## config.mk

```make
export PLATFORM = sky130hd
export DESIGN_NAME = cube_state_assembler
export DESIGN_NICKNAME = d
export VERILOG_FILES = /design/src/rtl/cube_state_assembler.sv
export SDC_FILE = /design/constraint.sdc
export NUM_CORES = 1
export LEC_CHECK = 0
export CAP_MARGIN = 20
export CORE_ASPECT_RATIO = 0.75
export CORE_MARGIN = 4
export CORE_UTILIZATION = 60
export CTS_BUF_LIST = sky130_fd_sc_hd__clkbuf_4 sky130_fd_sc_hd__clkbuf_8 sky130_fd_sc_hd__clkbuf_16
export DETAILED_ROUTE_END_ITERATION = 8
export PLACE_DENSITY = 0.83
export SYNTH_ARGS = -nofsm -noshare
export SYNTH_HDL_FRONTEND = slang
export SYNTH_SLANG_ARGS = --single-unit
```

## constraint.sdc

```tcl
create_clock -name clk -period 24.5 [get_ports clk]
set_clock_uncertainty 0.1 [all_clocks]
set_input_delay 4.9 -clock clk [delete_from_list [all_inputs] [get_ports clk]]
set_output_delay 4.9 -clock clk [all_outputs]
set_load 0.01 [all_outputs]
```

## src/rtl/cube_state_assembler.sv

```systemverilog
// cube_state_assembler
//   Collects a 15-byte frame into a 120-bit shadow register, validates the
//   cube-state fields, and presents the state on d with a one-cycle load
//   strobe. Malformed or invalid frames produce a one-cycle frame_err strobe
//   with a cause code that is held until the next frame starts.
//
//   Ports
//     clk        in   clock, rising edge
//     rst        in   asynchronous active-high reset
//     in_valid   in   upstream byte valid
//     in_data    in   upstream byte [7:0]
//     in_last    in   final byte of frame (qualified by in_valid)
//     in_ready   out  byte accepted when in_valid && in_ready
//     load       out  one-cycle strobe: d holds a validated state
//     d          out  packed state [119:0]
//                       [35:0]    12 x 3b corner position
//                       [59:36]   12 x 2b corner direction
//                       [107:60]  12 x 4b edge position
//                       [119:108] 12 x 1b edge direction
//     frame_err  out  one-cycle strobe on frame rejection
//     err_code   out  cause of last rejection
//                       1 short, 2 long, 3 field range, 4 duplicate edge,
//                       5 edge parity, 6 inter-byte timeout
module cube_state_assembler #(
    parameter int TIMEOUT_CYC = 1024
) (
    input  logic         clk,
    input  logic         rst,
    input  logic         in_valid,
    input  logic [7:0]   in_data,
    input  logic         in_last,
    output logic         in_ready,
    output logic         load,
    output logic [119:0] d,
    output logic         frame_err,
    output logic [2:0]   err_code
);

    // Counter only needs to reach TIMEOUT_CYC-1; the expiring cycle is
    // detected by comparison rather than by counting to TIMEOUT_CYC.
    localparam int TW = (TIMEOUT_CYC < 2) ? 1 : $clog2(TIMEOUT_CYC);

    localparam logic [2:0] ERR_SHORT   = 3'd1;
    localparam logic [2:0] ERR_LONG    = 3'd2;
    localparam logic [2:0] ERR_RANGE   = 3'd3;
    localparam logic [2:0] ERR_DUP     = 3'd4;
    localparam logic [2:0] ERR_PARITY  = 3'd5;
    localparam logic [2:0] ERR_TIMEOUT = 3'd6;

    typedef enum logic [2:0] {
        IDLE,
        RECV,
        DROP,
        CHECK,
        DONE
    } state_t;

    state_t          state_q;
    logic [119:0]    shadow_q;
    logic [119:0]    d_q;
    logic [3:0]      cnt_q;
    logic [TW-1:0]   tcnt_q;
    logic            load_q;
    logic            frame_err_q;
    logic [2:0]      err_code_q;

    logic            accept;
    logic            cdir_bad;
    logic            epos_bad;
    logic            epos_dup;
    logic            edir_bad;
    logic [2:0]      chk_code;

    assign in_ready  = (state_q == IDLE) || (state_q == RECV) || (state_q == DROP);
    assign accept    = in_valid && in_ready;
    assign load      = load_q;
    assign d         = d_q;
    assign frame_err = frame_err_q;
    assign err_code  = err_code_q;

    // Field validation of the shadow register, first failure wins.
    always_comb begin
        cdir_bad = 1'b0;
        epos_bad = 1'b0;
        epos_dup = 1'b0;
        for (int unsigned i = 0; i < 12; i++) begin
            if (shadow_q[36 + 2*i +: 2] == 2'd3) cdir_bad = 1'b1;
            if (shadow_q[60 + 4*i +: 4] >= 4'd12) epos_bad = 1'b1;
            for (int unsigned j = i + 1; j < 12; j++) begin
                if (shadow_q[60 + 4*i +: 4] == shadow_q[60 + 4*j +: 4]) epos_dup = 1'b1;
            end
        end
        edir_bad = ^shadow_q[119:108];

        chk_code = '0;
        if (cdir_bad || epos_bad) chk_code = ERR_RANGE;
        else if (epos_dup)        chk_code = ERR_DUP;
        else if (edir_bad)        chk_code = ERR_PARITY;
    end

    always_ff @(posedge clk or posedge rst) begin
        if (rst) begin
            state_q     <= IDLE;
            shadow_q    <= '0;
            d_q         <= '0;
            cnt_q       <= '0;
            tcnt_q      <= '0;
            load_q      <= 1'b0;
            frame_err_q <= 1'b0;
            err_code_q  <= '0;
        end else begin
            load_q      <= 1'b0;
            frame_err_q <= 1'b0;
            case (state_q)
                IDLE: begin
                    if (accept) begin
                        shadow_q[7:0] <= in_data;
                        if (in_last) begin
                            frame_err_q <= 1'b1;
                            err_code_q  <= ERR_SHORT;
                        end else begin
                            err_code_q <= '0;
                            cnt_q      <= 4'd1;
                            tcnt_q     <= '0;
                            state_q    <= RECV;
                        end
                    end
                end
                RECV: begin
                    if (accept) begin
                        shadow_q[{cnt_q, 3'b000} +: 8] <= in_data;
                        tcnt_q <= '0;
                        cnt_q  <= cnt_q + 4'd1;
                        if (cnt_q == 4'd14) begin
                            if (in_last) begin
                                state_q <= CHECK;
                            end else begin
                                frame_err_q <= 1'b1;
                                err_code_q  <= ERR_LONG;
                                state_q     <= DROP;
                            end
                        end else if (in_last) begin
                            frame_err_q <= 1'b1;
                            err_code_q  <= ERR_SHORT;
                            state_q     <= IDLE;
                        end
                    end else if (tcnt_q == TW'(TIMEOUT_CYC - 1)) begin
                        frame_err_q <= 1'b1;
                        err_code_q  <= ERR_TIMEOUT;
                        state_q     <= IDLE;
                    end else begin
                        tcnt_q <= tcnt_q + 1'b1;
                    end
                end
                DROP: begin
                    if (accept && in_last) state_q <= IDLE;
                end
                CHECK: begin
                    if (chk_code != 3'd0) begin
                        frame_err_q <= 1'b1;
                        err_code_q  <= chk_code;
                        state_q     <= IDLE;
                    end else begin
                        d_q     <= shadow_q;
                        load_q  <= 1'b1;
                        state_q <= DONE;
                    end
                end
                DONE: begin
                    state_q <= IDLE;
                end
                default: begin
                    state_q <= IDLE;
                end
            endcase
        end
    end

endmodule

```

==> impl.org <==
** STA
- The number of endpoints with negative hold slack in the final report was 0.
- Portion of the clock cycle consumed by the worst path in the final layout :: about 28%
- Setup violations remaining at the end of the flow were counted as 0.
- Slew at the pin closest to its max-slew limit :: 1073 ps
- Adding up every negative setup slack in the final design gives 0 ps.
- Post-route minimum period :: ~7000 ps
- Unrepaired setup endpoints after global routing :: false
- In this run the tightest slew margin relative to its limit is ~28%.
- The count of final max-slew check failures was 0.
- Fmax :: 0.1434 GHz

** Clock tree
- CTS built an H-tree with a depth of 1.
- Postcts setup bufs :: 0
- Root buf cell :: clkbuf_16
- Number of clock sinks seen by CTS :: approximately 260
- Clock-pin slew was measured on the worst setup and hold paths at around 60 ps.
- CTS Hold Bufs :: 0
- Clock latency reported for the late side of the worst-skew pair :: about 540 ps
- Max Root-Sink Buffers :: 3
- TritonCTS built the clock tree.
- Gates resized during post-CTS repair numbered 0.
- Number of buffers inserted during clock tree synthesis :: 26

** Drt
- Remaining antenna violation count :: 0
- Drt pass-1 iters :: 5
- Detailed-route wire length per cell :: ~23 um
- Met2 WL post-DR :: ~16000 um
- Length of routed wiring on met1 :: roughly 16000 um
- The routed design has about 36000 um of wire.
- Met3 wire length :: 3086 um
- Top routing layer in use :: met4
- For this run, design rule violations remaining after detail routing come to 0.
- Average via count per standard cell :: 6.095
- The routed layout has 9429 vias.
- Initial drt markers :: 830

** Logic synthesis
- Among all cell types in the netlist, the one instantiated most often is dfrtp_1.
- Summing the sequential cell areas from Yosys gives 45.22% of the chip area.
- Warnings from Yosys :: 0
- Sorting the synthesized cells by area gives the leading types as dfrtp_1 (45%), xor2_1 (11%), mux2_4 (10%).
- Synth Net Count :: ~1.2k
- The top cell type by area accounts for a little under half of the synthesized area.
- dfrtp_1 takes more of the synthesized area than any other cell.
- After synthesis the cells add up to approximately 15000 um2.
- Number of flip-flops and latches in the synthesized netlist :: 262
- Count of mapped cells out of synthesis :: around 1.2k
- Counting flops with an async set or reset pin after synthesis yields a share of 100.0%.
- Most numerous cell types in the synthesized netlist :: dfrtp_1 (262), xor2_1 (176), mux2_2 (122)
- Post-synthesis cell type count :: between 40 and 50
- After synthesis, the mean cell area works out to between 10 and 15 um2.
- In this run, synthesis inferred 0 flip-flops with an integrated enable.
- Most used flip-flop cell after synthesis :: dfrtp_1

** Power and ir drop
- Summed over all cells, the static leakage comes to just over 8 nW.
- For this design the ratio of total power to cell area is 84.00 nW/um2.
- Sequential Power Share :: 44.2%
- The analysis attributes to net switching a power of between 0.4 and 0.5 mW.
- Combinational cell fraction of total power :: a little over a quarter
- IR Drop Worst-Case VDD :: 62.69 uV
- Share of power burned in the clock network :: ~30%
- PnR Total Power :: 1.377 mW
- Internal :: ~0.90 mW
- Switching fraction of total power :: about 34%

** Layout
- Cells fill approximately 70% of the core in the end.
- Across the whole layout, storage elements account for about 6600 um2.
- Total non-filler cell area in the finished layout :: ~16000 um2
- Diode count :: 0
- After the last flow step, the layout net total stands at roughly 1.2k.
- In the final layout, the share of cells above drive strength 1 is roughly 23%.
- The layout has between 1.5k and 2k filler cells.
- Area growth, synth to finish :: 13.02%
- Non-filler instance count after layout :: around 1.5k
- Area taken by multi-input logic gates :: 7059 um2

** Die
- The core region is roughly 23000 um2.
- The die covers 26740 um2.
- Top-Level Pins :: 138
- Once the floorplan was initialized, standard cells occupied 62.07% of the core.
- Standard-cell row count :: 48
- The floorplan step set the die height to roughly 140 um.
- Horizontal die dimension :: 187.5 um

** Critical path
- STA puts the critical path data required time at about 20000 ps.
- For this design, the slowest cell found on the critical path is clkdlybuf4s50_1.
- STA classifies the critical path endpoint as a primary output.
- Delay of the slowest critical-path stage :: ~600 ps
- Cell chain of the critical path :: a21oi_1, clkdlybuf4s50_1
- The worst register-to-register path has a setup slack of between 15000 and 20000 ps.
- Worst setup path class :: flip-flop to primary output
- Number of cells on the critical path :: 2
- Worst-path fanout max :: 11
- Worst reg-to-reg path cell count :: 9
- Together, buffers and inverters on the worst path number 1.
- Critical Path AT :: around 2000 ps
- Kind of cell adding the most delay to the critical path :: buffers and inverters
- Crit path launch type :: flip-flop

** Placement
- The number of placed instances, taps included, is roughly 1.5k.
- Final Wtd Congestion :: around 0.89
- The placed instances occupy a cell area of around 15000 um2.
- Input and output buffers added on the ports amount to ~140.
- Summed over all nets, the half-perimeter wirelength after detailed placement is around 23000 um.

** GRT
- The initial antenna violation count is 0.
- Pin count of the biggest net entering global routing :: approximately 130
- The total overflow left after global routing is 0.
- GR Util All Layers :: 26.97%
- The number of global-route vias before repair is just under 10k.
- The first global-routing pass estimated 57680 um of wire.

** Hold path
- Class of the worst hold path :: flip-flop to flip-flop
- Counting instances, the worst hold path has a depth of 1.

** Run
- The tool flagged a number of max-cap violations equal to 0.

** Status
- The run finished with clean final reports.
-- power groups by stage --
stage | Combinational (mW) | Clock [mW] | Sequential [mW]
floorplan | 0.362 | 0 | 0.515
global placement | 0.333 | 0 | 0.608
detailed placement | 0.347 | 0 | 0.610
CTS | 0.354 | 0.417 | 0.603
global route | 0.395 | 0.435 | 0.613
finish | 0.358 | 0.411 | 0.608
-- area by class of cell --
cell class	instances	share of cell area, %
Clock buffer	34	4.451
Clock inverter	11	0.9085
Inverter	10	0.2749
Multi-Input combinational cell	782	43.08
Sequential cell	262	40.01
Tap cell	300	2.290
Timing Repair Buffer	148	8.994
-- final timing paths --
path,to,start
setup reg to reg,err_code[0],shadow_q[63]
setup / recovery,in_ready,state_q[0]
max in group asynchronous,d[75],rst
hold reg to reg,d[5],shadow_q[5]
hold / removal,d[5],shadow_q[5]
min in group asynchronous,d[53],rst
-- layer usage --
| layer | global-route usage, % | vias to the layer above |
|---|---|---|
| met5 | 0 | - |
| met4 | 7.297 | 0 |
| met3 | 6.232 | 81 |
| met2 | 41.84 | 449 |
| met1 | 38.78 | 4758 |
| li1 | - | 4141 |
-- worst reg2reg max path, stage by stage (launching register included) --
cell	delay (ps)
dfrtp_1	990
xor2_1	210
nor4_1	90
nor4_1	580
nand4_1	220
nor4_2	760
and4bb_4	340
buf_4	820
or2_2	290
mux2_1	320
-- registers in the layout (all words and copies together) (netlist names) --
| signal | flops |
|---|---|
| load | 1 |
| err_code | 3 |
| d | 120 |
| frame_err | 1 |
| shadow_q | 120 |
| cnt_q | 4 |
| tcnt_q | 10 |
| state_q | 3 |
-- logic make-up (layout without fill, tap and decap cells) --
family	after synthesis	count (layout)	synth area share [%]
adder cells (fa/ha/maj)	5	5	0.4314
AND/OR/NAND/NOR	197	197	7.723
XOR/XNOR	279	279	16.85
flip-flops	262	262	45.22
AO/OA/AOI/OAI	67	67	2.925
multiplexers	234	234	20.75
buffers and inverters	119	203	6.101
-- per-stage QoR --
stage	setup slack (ps)	hold slack, ps
after CTS	17550	396.4
after floorplan	12290	358.5
after global routing	17430	415.5
final	17530	395.4
after global placement	17240	364.1
after detailed placement	17180	371.1
-- placed cells by master, fill, tap and decap left out, types with 2 or more instances in the layout --
cell | netlist | final
a211oi_1 | 3 | 3
a21oi_1 | 7 | 7
a22o_1 | 2 | 2
a22oi_1 | 13 | 13
a31oi_1 | 5 | 5
a41oi_1 | 5 | 5
and2_1 | 9 | 9
and3_1 | 7 | 7
buf_4 | 44 | 10
bufinv_16 | 0 | 3
clkbuf_16 | 0 | 26
clkbuf_4 | 0 | 5
clkbuf_8 | 0 | 3
clkdlybuf4s50_1 | 0 | 137
clkinv_2 | 0 | 5
clkinv_4 | 0 | 2
dfrtp_1 | 262 | 262
ha_1 | 5 | 5
inv_1 | 9 | 8
mux2_1 | 11 | 11
mux2_2 | 122 | 122
mux2_4 | 100 | 100
nand2_1 | 35 | 35
nand3_1 | 9 | 9
nand3b_1 | 2 | 2
nand4_1 | 31 | 31
nor2_1 | 23 | 23
nor3_1 | 5 | 5
nor3_2 | 3 | 3
nor4_1 | 56 | 56
nor4_2 | 3 | 3
o21ai_0 | 26 | 26
or3_1 | 7 | 7
xnor2_1 | 103 | 103
xor2_1 | 176 | 176
No activity file was read; power rests on OpenSTA's default activity.
